File: src/rtl/fir_xifu_pkg.sv
// Shared types for the FIR XIFU issuer: FSM state encoding and the FIFO entry
// that carries one instruction word together with its two source operands.
package fir_xifu_pkg;

    typedef enum logic {
        ISSUE  = 1'b0,
        COMMIT = 1'b1
    } fir_xifu_issuer_state_e;

    typedef struct packed {
        logic [31:0] instr;
        logic [31:0] rs1;
        logic [31:0] rs2;
    } fir_xifu_issue_entry_t;

    localparam int unsigned STAT_W = 16;

endpackage

File: src/rtl/cv32e40x_if_xif.sv
// Reduced CV-X-IF bundle: only the issue and commit channels that the FIR
// issuer and coprocessor exchange, with two register-file read ports.
interface cv32e40x_if_xif #(
    parameter int unsigned X_ID_WIDTH = 4
);

    typedef struct packed {
        logic [31:0]           instr;
        logic [X_ID_WIDTH-1:0] id;
        logic [1:0][31:0]      rs;
        logic [1:0]            rs_valid;
    } x_issue_req_t;

    typedef struct packed {
        logic accept;
        logic writeback;
        logic loadstore;
    } x_issue_resp_t;

    typedef struct packed {
        logic [X_ID_WIDTH-1:0] id;
        logic                  commit_kill;
    } x_commit_t;

    logic          issue_valid;
    logic          issue_ready;
    x_issue_req_t  issue_req;
    x_issue_resp_t issue_resp;
    logic          commit_valid;
    x_commit_t     commit;

    modport cpu_issue (
        output issue_valid,
        input  issue_ready,
        output issue_req,
        input  issue_resp
    );

    modport coproc_issue (
        input  issue_valid,
        output issue_ready,
        input  issue_req,
        output issue_resp
    );

    modport cpu_commit (
        output commit_valid,
        output commit
    );

    modport coproc_commit (
        input commit_valid,
        input commit
    );

endinterface

File: src/rtl/fir_xifu_issue_fifo.sv
// Synchronous first-word-fall-through FIFO of issue entries; the head entry is
// visible combinationally whenever the FIFO is not empty.
module fir_xifu_issue_fifo
    import fir_xifu_pkg::*;
#(
    parameter int unsigned DEPTH = 4
) (
    input  logic                  clk_i,
    input  logic                  rst_i,
    input  logic                  push_i,
    input  fir_xifu_issue_entry_t data_i,
    input  logic                  pop_i,
    output fir_xifu_issue_entry_t head_o,
    output logic                  full_o,
    output logic                  empty_o
);

    localparam int unsigned AW = $clog2(DEPTH);

    // Pointers carry one extra wrap bit to tell full from empty.
    logic [AW:0]           wr_ptr_q, wr_ptr_d;
    logic [AW:0]           rd_ptr_q, rd_ptr_d;
    fir_xifu_issue_entry_t mem_q [DEPTH];
    logic                  do_push;
    logic                  do_pop;

    assign empty_o = (wr_ptr_q == rd_ptr_q);
    assign full_o  = (wr_ptr_q[AW] != rd_ptr_q[AW]) &&
                     (wr_ptr_q[AW-1:0] == rd_ptr_q[AW-1:0]);
    assign do_push = push_i & ~full_o;
    assign do_pop  = pop_i & ~empty_o;
    assign head_o  = mem_q[rd_ptr_q[AW-1:0]];

    always_comb begin
        wr_ptr_d = wr_ptr_q;
        rd_ptr_d = rd_ptr_q;
        if (do_push) begin
            wr_ptr_d = wr_ptr_q + {{AW{1'b0}}, 1'b1};
        end
        if (do_pop) begin
            rd_ptr_d = rd_ptr_q + {{AW{1'b0}}, 1'b1};
        end
    end

    always_ff @(posedge clk_i) begin
        if (rst_i) begin
            wr_ptr_q <= '0;
            rd_ptr_q <= '0;
        end else begin
            wr_ptr_q <= wr_ptr_d;
            rd_ptr_q <= rd_ptr_d;
        end
    end

    always_ff @(posedge clk_i) begin
        if (do_push) begin
            mem_q[wr_ptr_q[AW-1:0]] <= data_i;
        end
    end

endmodule

File: src/rtl/fir_xifu_issuer.sv
// Core-side CV-X-IF initiator: queues instructions, issues them to the FIR
// XIFU and commits or kills each one. Define FIR_XIFU_ISSUER_STATS_EN for stats.
module fir_xifu_issuer
    import fir_xifu_pkg::*;
#(
    parameter int unsigned DEPTH      = 4,
    parameter int unsigned X_ID_WIDTH = 4
) (
    input  logic                  clk_i,
    input  logic                  rst_i,
    input  logic                  instr_valid_i,
    output logic                  instr_ready_o,
    input  logic [31:0]           instr_i,
    input  logic [31:0]           rs1_i,
    input  logic [31:0]           rs2_i,
    cv32e40x_if_xif.cpu_issue     xif_issue_o,
    cv32e40x_if_xif.cpu_commit    xif_commit_o,
    output logic                  resp_valid_o,
    output logic                  resp_accept_o,
    output logic                  resp_writeback_o,
    output logic                  resp_loadstore_o,
    output logic [X_ID_WIDTH-1:0] resp_id_o,
    output logic                  busy_o
`ifdef FIR_XIFU_ISSUER_STATS_EN
    ,
    output logic [STAT_W-1:0]     n_accept_o,
    output logic [STAT_W-1:0]     n_reject_o
`endif
);

    fir_xifu_issuer_state_e state_q, state_d;
    logic [X_ID_WIDTH-1:0]  id_q, id_d;
    logic                   accept_q, accept_d;
    logic                   writeback_q, writeback_d;
    logic                   loadstore_q, loadstore_d;

    fir_xifu_issue_entry_t  push_entry;
    fir_xifu_issue_entry_t  head;
    logic                   fifo_full;
    logic                   fifo_empty;
    logic                   push;
    logic                   issue_valid;
    logic                   handshake;
    logic                   in_commit;

    assign push_entry    = '{instr: instr_i, rs1: rs1_i, rs2: rs2_i};
    assign instr_ready_o = ~fifo_full;
    assign push          = instr_valid_i & ~fifo_full;
    assign in_commit     = (state_q == COMMIT);
    // Head stays put until the handshake pops it, so issue_req cannot change
    // while issue_valid is waiting for ready.
    assign issue_valid   = (state_q == ISSUE) & ~fifo_empty;
    assign handshake     = issue_valid & xif_issue_o.issue_ready;

    fir_xifu_issue_fifo #(
        .DEPTH (DEPTH)
    ) u_fifo (
        .clk_i   (clk_i),
        .rst_i   (rst_i),
        .push_i  (push),
        .data_i  (push_entry),
        .pop_i   (handshake),
        .head_o  (head),
        .full_o  (fifo_full),
        .empty_o (fifo_empty)
    );

    always_comb begin
        state_d     = state_q;
        id_d        = id_q;
        accept_d    = accept_q;
        writeback_d = writeback_q;
        loadstore_d = loadstore_q;
        unique case (state_q)
            ISSUE: begin
                if (handshake) begin
                    state_d     = COMMIT;
                    accept_d    = xif_issue_o.issue_resp.accept;
                    writeback_d = xif_issue_o.issue_resp.writeback;
                    loadstore_d = xif_issue_o.issue_resp.loadstore;
                end
            end
            COMMIT: begin
                state_d = ISSUE;
                id_d    = id_q + X_ID_WIDTH'(1);
            end
        endcase
    end

    always_ff @(posedge clk_i) begin
        if (rst_i) begin
            state_q <= ISSUE;
            id_q    <= '0;
        end else begin
            state_q <= state_d;
            id_q    <= id_d;
        end
    end

    // Captured response fields are only observed in COMMIT, so they need no reset.
    always_ff @(posedge clk_i) begin
        accept_q    <= accept_d;
        writeback_q <= writeback_d;
        loadstore_q <= loadstore_d;
    end

    always_comb begin
        xif_issue_o.issue_valid = issue_valid;
        xif_issue_o.issue_req   = '0;
        if (issue_valid) begin
            xif_issue_o.issue_req.instr    = head.instr;
            xif_issue_o.issue_req.id       = id_q;
            xif_issue_o.issue_req.rs[0]    = head.rs1;
            xif_issue_o.issue_req.rs[1]    = head.rs2;
            xif_issue_o.issue_req.rs_valid = '1;
        end
    end

    always_comb begin
        xif_commit_o.commit_valid = in_commit;
        xif_commit_o.commit       = '0;
        if (in_commit) begin
            xif_commit_o.commit.id          = id_q;
            xif_commit_o.commit.commit_kill = ~accept_q;
        end
    end

    always_comb begin
        resp_valid_o     = in_commit;
        resp_accept_o    = in_commit & accept_q;
        resp_writeback_o = in_commit & writeback_q;
        resp_loadstore_o = in_commit & loadstore_q;
        resp_id_o        = in_commit ? id_q : '0;
        busy_o           = ~fifo_empty | in_commit;
    end

`ifdef FIR_XIFU_ISSUER_STATS_EN
    logic [STAT_W-1:0] n_accept_q, n_accept_d;
    logic [STAT_W-1:0] n_reject_q, n_reject_d;

    function automatic logic [STAT_W-1:0] sat_inc(input logic [STAT_W-1:0] v);
        return (v == '1) ? v : v + STAT_W'(1);
    endfunction

    always_comb begin
        n_accept_d = n_accept_q;
        n_reject_d = n_reject_q;
        if (in_commit) begin
            if (accept_q) begin
                n_accept_d = sat_inc(n_accept_q);
            end else begin
                n_reject_d = sat_inc(n_reject_q);
            end
        end
    end

    always_ff @(posedge clk_i) begin
        if (rst_i) begin
            n_accept_q <= '0;
            n_reject_q <= '0;
        end else begin
            n_accept_q <= n_accept_d;
            n_reject_q <= n_reject_d;
        end
    end

    assign n_accept_o = n_accept_q;
    assign n_reject_o = n_reject_q;
`endif

endmodule

File: src/flat_wrapper.sv
// flat-port wrapper written by rule: the top's interface ports become plain ports
module fir_xifu_issuer_flat import fir_xifu_pkg::*;
#(
    parameter int unsigned DEPTH      = 4,
    parameter int unsigned X_ID_WIDTH = 4
)
  (clk_i, rst_i, instr_valid_i, instr_ready_o, instr_i, rs1_i, rs2_i, resp_valid_o, resp_accept_o, resp_writeback_o, resp_loadstore_o, resp_id_o, busy_o, xif_issue_o_issue_valid, xif_issue_o_issue_ready, xif_issue_o_issue_req, xif_issue_o_issue_resp, xif_commit_o_commit_valid, xif_commit_o_commit);
  cv32e40x_if_xif #(.X_ID_WIDTH(X_ID_WIDTH)) xif_issue_o_i ();
  cv32e40x_if_xif #(.X_ID_WIDTH(X_ID_WIDTH)) xif_commit_o_i ();
  input  logic clk_i;
  input  logic rst_i;
  input  logic instr_valid_i;
  output logic instr_ready_o;
  input  logic [31:0] instr_i;
  input  logic [31:0] rs1_i;
  input  logic [31:0] rs2_i;
  output logic resp_valid_o;
  output logic resp_accept_o;
  output logic resp_writeback_o;
  output logic resp_loadstore_o;
  output logic [X_ID_WIDTH-1:0] resp_id_o;
  output logic busy_o;
  output wire logic [$bits(xif_issue_o_i.issue_valid)-1:0] xif_issue_o_issue_valid;
  input wire logic [$bits(xif_issue_o_i.issue_ready)-1:0] xif_issue_o_issue_ready;
  output wire logic [$bits(xif_issue_o_i.issue_req)-1:0] xif_issue_o_issue_req;
  input wire logic [$bits(xif_issue_o_i.issue_resp)-1:0] xif_issue_o_issue_resp;
  output wire logic [$bits(xif_commit_o_i.commit_valid)-1:0] xif_commit_o_commit_valid;
  output wire logic [$bits(xif_commit_o_i.commit)-1:0] xif_commit_o_commit;
  assign xif_issue_o_issue_valid = xif_issue_o_i.issue_valid;
  assign xif_issue_o_i.issue_ready = xif_issue_o_issue_ready;
  assign xif_issue_o_issue_req = xif_issue_o_i.issue_req;
  assign xif_issue_o_i.issue_resp = xif_issue_o_issue_resp;
  assign xif_commit_o_commit_valid = xif_commit_o_i.commit_valid;
  assign xif_commit_o_commit = xif_commit_o_i.commit;
  fir_xifu_issuer #(.DEPTH(DEPTH), .X_ID_WIDTH(X_ID_WIDTH)) u_core (.clk_i(clk_i), .rst_i(rst_i), .instr_valid_i(instr_valid_i), .instr_ready_o(instr_ready_o), .instr_i(instr_i), .rs1_i(rs1_i), .rs2_i(rs2_i), .xif_issue_o(xif_issue_o_i), .xif_commit_o(xif_commit_o_i), .resp_valid_o(resp_valid_o), .resp_accept_o(resp_accept_o), .resp_writeback_o(resp_writeback_o), .resp_loadstore_o(resp_loadstore_o), .resp_id_o(resp_id_o), .busy_o(busy_o));
endmodule
File: config.mk
export PLATFORM = sky130hd
export DESIGN_NAME = fir_xifu_issuer_flat
export DESIGN_NICKNAME = d
export VERILOG_FILES = /design/src/rtl/fir_xifu_pkg.sv /design/src/rtl/cv32e40x_if_xif.sv /design/src/rtl/fir_xifu_issue_fifo.sv /design/src/rtl/fir_xifu_issuer.sv /design/src/flat_wrapper.sv
export SDC_FILE = /design/constraint.sdc
export NUM_CORES = 1
export LEC_CHECK = 0
export ABC_AREA = 1
export BUFFER_PORTS_ARGS = -buffer_cell sky130_fd_sc_hd__buf_2
export CAP_MARGIN = 20
export CORE_MARGIN = 5
export CORE_UTILIZATION = 36
export CTS_CLUSTER_SIZE = 24
export DETAILED_ROUTE_END_ITERATION = 16
export SETUP_SLACK_MARGIN = 0.1
export SYNTH_ARGS = -nofsm -noshare
export SYNTH_HDL_FRONTEND = slang
export SYNTH_SLANG_ARGS = --single-unit
export TNS_END_PERCENT = 20
File: constraint.sdc
create_clock -name clk_i -period 18.7 [get_ports clk_i]
set_clock_uncertainty 0.15 [all_clocks]
set_input_delay 3.74 -clock clk_i [delete_from_list [all_inputs] [get_ports clk_i]]
set_output_delay 3.74 -clock clk_i [all_outputs]
set_load 0.01 [all_outputs]
Yosys cells after proc, flatten, opt, wreduce, memory -nomap -nowiden
Memory sizes are Yosys's and may differ from the RTL's. A register that Yosys moved wholly into a read port is not among the register bits.
Index checks and enable logic that the tools add are counted.
- $add $sub $neg: 3
- multipliers: 0
- div/mod/pow operators: 0
- magnitude comparators: 0
- equal/unequal tests: 3
- shifts and indexed selects: 0
- muxes and demuxes: 9
- bitwise operators: 13
- reductions and logical operators: 2
- operators by type and width (cell ; count):
    $mux 102 ; 1
    $and 1x1->1 ; 8
    $add 3x1->3 const B ; 2
    $mux 5 ; 1
    $add 4x1->4 const B ; 1
    $mux 2 ; 2
    $mux 4 ; 1
    $not 1->1 ; 4
    $eq 3x3->1 ; 1
    $mux 1 ; 3
    $eq 2x2->1 ; 1
    $pmux 1 s2 ; 1
    $reduce_and 2->1 ; 1
    $logic_and 1x1->1 ; 1
    $ne 1x1->1 ; 1
    $or 1x1->1 ; 1
- register bits after elaboration: 14
- latch bits: 0
- bits in writable memories: 384
- bits in read-only memories: 0
- input bits: 103
- output and inout port bits: 119
- logic and storage cells: 38
- memories kept: 1
- memories (name ; depth ; bits a word ; read ports ; clocked after memory_dff ; write ports ; line ; text):
    u_core.u_fifo.mem_q ; 4 ; 96 ; 1 ; 1 ; 1 ; fir_xifu_issue_fifo.sv:23 ; fir_xifu_issue_entry_t mem_q [DEPTH];

Logic depth before layout (Yosys ltp)
- depth in word-level cells: 7
- gate-level depth with buffers: 9
- mapped depth without buffers: 9

Modules after synthesis
A second synthesis with hierarchy kept.
- cell total of the unflattened synthesis: 1274
- area total of the unflattened synthesis: 16622.2 sq um
- by module, submodules not included (module ; times used ; cells an instance ; area each (sq um) ; seq. area each (sq um)):
    fir_xifu_issue_fifo ; 1 ; 1004 ; 14757.9 ; 11691.2
    fir_xifu_issuer ; 1 ; 270 ; 1864.3 ; 190.2

Least setup slack after synthesis
Ideal clock, no wire load.
- path kind: input port to flip-flop
- from: input instr_valid_i
- to: memory u_core.u_fifo.mem_q[0][0] (netlist bit) (enable)
- library setup time: 552 ps
- arrival: 7841 ps
- required time: 17998 ps
- setup slack: 10157 ps
- stages: 2
- cell sequence: nand2_2 nor2_1
- longest elaborated chain between the ends: 4
- RTL lines (item ; line ; text):
    from (decl) ; flat_wrapper.sv:12 ; input logic instr_valid_i;
    $and 1x1->1 ; fir_xifu_issuer.sv:48 ; assign push = instr_valid_i & ~fifo_full;
    $and 1x1->1 ; fir_xifu_issue_fifo.sv:30 ; assign do_push = push_i & ~full_o;
    $mux 1 ; fir_xifu_issue_fifo.sv:56 ; if (do_push) begin
    $mux 1 (implied by the code) ; fir_xifu_issue_fifo.sv:57 ; mem_q[wr_ptr_q[AW-1:0]] <= data_i;
    to (decl) ; fir_xifu_issue_fifo.sv:23 ;
No other way between the ends.

==> results.ini <==
[outcome]
status = finished clean

[cts]
post_cts_resized = 0
clkSlewWorstSetupHoldPaths_ns = 0.06
cts-root-buf = clkbuf_16
postCtsHoldBufs = 0
insertion_delay_ns = 0.54
clock_path_buffers = 3
cts_sinks = 400
numCtsBuffers = 43
htreeDepth = 2
cts_tree = built
post_cts_buffers = 0

[yosys]
yosys_most_used_dff = edfxtp_1
syn_inst = 1255
synthArstFlopShare_pct = 0
synth_top_area_share_pct = 73.9
ys_types = 21
synth_edf_count = 387
synthesis.nets = 1364
yosysWarnings = 0
synthTopCellsByArea = edfxtp_1, nor2_1, o21ai_0
syn_avg_cell_area_sq_um = 12.5
ys_seq_area_share_pct = 75.6
synth_area_sq_um = 15700
synth_top_area_cell = edfxtp_1
ys_top_cells_by_count = nor2_1, edfxtp_1, o21ai_0
synth-seq-cells = 400
synthMostInstantiatedCell = nor2_1

[die]
fp.dieW_um = 219
rows = 76
die_height_um = 219
io_pins = 222
core_area_sq_um = 43200
initial_core_util_pct = 36.4
dieArea_sq_um = 47900

[critical_path]
rr_worst_depth = 8
crit_fanout = 98
worst_setup_path_end_kind = output port
path_class = flip-flop to output port
cp.arrival_ns = 3.47
cp-start-kind = flip-flop
worst_ep_required_time_ns = 14.81

[timing]
hold_viol_final = 0
finalMaxSlewViolations = 0
setup_viol = 0
fmax_mhz = 136
period_share_pct = 39.4
worst_pin_slew_ns = 1.10
setup_tns_ns = 0
maxSlewHeadroom_pct = 26.8
layout_min_cycle_time_ns = 7.36
rsz0062_at_grt = false
hold_slack_ns = 0.353

[placed_design]
port_buffers = 221
dp_hpwl_mm = 20.5
globalplace.congestion = 0.718

[power]
leakagePower_nw = 6.80
fin_total_pwr_mw = 2.25
vdd_drop_max_v = 0.0000803
powerDensity_nw_per_um2 = 121

[global_routing]
grt_util_all_layers_pct = 15.0
overflow = 0
grt_pass1_vias = 9795
antenna_found_initial = 5
grt_pass1_wl_mm = 56.0
grt_max_degree = 99

[worst_hold_path]
hp-class = flip-flop to flip-flop
holdPathStages = 2

[cells_and_area]
final_nets = 1564
fillers = 4038
syn_to_final_growth_pct = 18.3
drive_gt1_share_pct = 20.6

[drt]
first_pass_iters = 7
post_drt_wl_per_cell_um = 17.8
vias = 9945
finalWirelength_mm = 37.0
drtAntennaViolNets = 0
drt_iter0_drc = 674
route.detailed.drc = 0
routed_via_density = 4.79

[flow_run]
cap_violations = 0

==> flip-flops by register name, indices dropped and copies added, names as in the netlist, named ones only <==
| register | count |
|---|---|
| u_core.accept_q | 1 |
| u_core.id_q | 4 |
| u_core.loadstore_q | 1 |
| u_core.resp_valid_o | 1 |
| u_core.u_fifo.mem_q | 384 |
| u_core.u_fifo.rd_ptr_q | 3 |
| u_core.u_fifo.wr_ptr_q | 3 |
| u_core.writeback_q | 1 |
==> metrics by stage <==
step                      instances  util (%)  area [sq um]  setup slack, ns
final                          2075      43.1         18600            11.34
after global routing           2071      43.1         18600            11.01
after CTS                      2069      43.1         18600            11.21
after detailed placement       1995      39.9         17200            11.82
after global placement         1995      39.9         17200            11.87
after floorplan                1255         -         15700            10.16
==> cells in the final DEF, fill, tap and decap left out, types with 4 or more instances in the layout <==
cell type / Yosys / routed
nor2_1: 403 / 399
edfxtp_1: 387 / 387
buf_2: 26 / 221
o21ai_0: 181 / 181
a21oi_1: 101 / 101
clkbuf_16: 0 / 43
nand2_1: 27 / 27
inv_1: 26 / 26
o21ai_1: 16 / 16
buf_4: 15 / 15
dfxtp_1: 13 / 11
clkbuf_1: 24 / 9
clkinv_1: 1 / 8
clkinv_2: 0 / 8
diode_2: 0 / 6
ha_1: 6 / 6
bufinv_16: 0 / 5
nor2_4: 0 / 4
==> worst paths after layout <==
kind,start,endpoint,slack (ns)
worst max-delay path,flip-flop,xif_issue_o_issue_req[43],11.34
worst min-delay path,u_core.id_q[2]$_SDFFE_PP0P_,u_core.id_q[2]$_SDFFE_PP0P_,0.35
worst max register to register,u_core.u_fifo.wr_ptr_q[0]$_SDFFE_PP0P_,u_core.u_fifo.mem_q[0][67]$_DFFE_PP_,15.58
worst min register to register,u_core.id_q[2]$_SDFFE_PP0P_,u_core.id_q[2]$_SDFFE_PP0P_,0.35
==> where the power goes <==
part / total, mW / internal, mW / switching (mW)
Clock: 0.820 / 0.489 / 0.331
Combinational: 0.374 / 0.118 / 0.256
Sequential: 1.05 / 1.03 / 0.0225
Total: 2.25 / 1.64 / 0.609
==> cells by family (layout without fill, tap and decap cells) <==
family	count (synthesis)	after routing	share of synthesized area, %
AND/OR/NAND/NOR	439	439	10.6
flip-flops	400	400	75.6
AO/OA/AOI/OAI	298	298	9.49
buffers and inverters	110	339	3.72
adder cells (fa/ha/maj)	6	6	0.478
XOR/XNOR	2	2	0.111
other	0	6	0
==> metal layers <==
metal | share of wire [%] | track usage (%) | vias to the layer above
met5 | 0.073 | 0 | -
met4 | 2.3 | 5.02 | 4
met3 | 6.2 | 3.49 | 58
met2 | 49 | 25.3 | 254
met1 | 42 | 19.3 | 4815
li1 | - | - | 4814
==> critical path, stage by stage, from the launching register on <==
cell and delay [ns]:
dfxtp_4 0.54, inv_4 0.69, buf_4 0.84, o21ai_0 0.32, a21oi_1 0.20, buf_2 0.15
==> cell type report <==
cell class / instances / area, sq um / area share [%]
Clock inverter: 22 / 235 / 1.26
Sequential cell: 400 / 11900 / 63.9
Tap cell: 585 / 732 / 3.93
Multi-Input combinational cell: 745 / 3290 / 17.7
Timing Repair Buffer: 236 / 1220 / 6.55
Clock buffer: 52 / 1110 / 5.97
Antenna cell: 6 / 15.0 / 0.0807
Inverter: 29 / 113 / 0.605
Note: power is estimated with default switching activity, not from simulation.
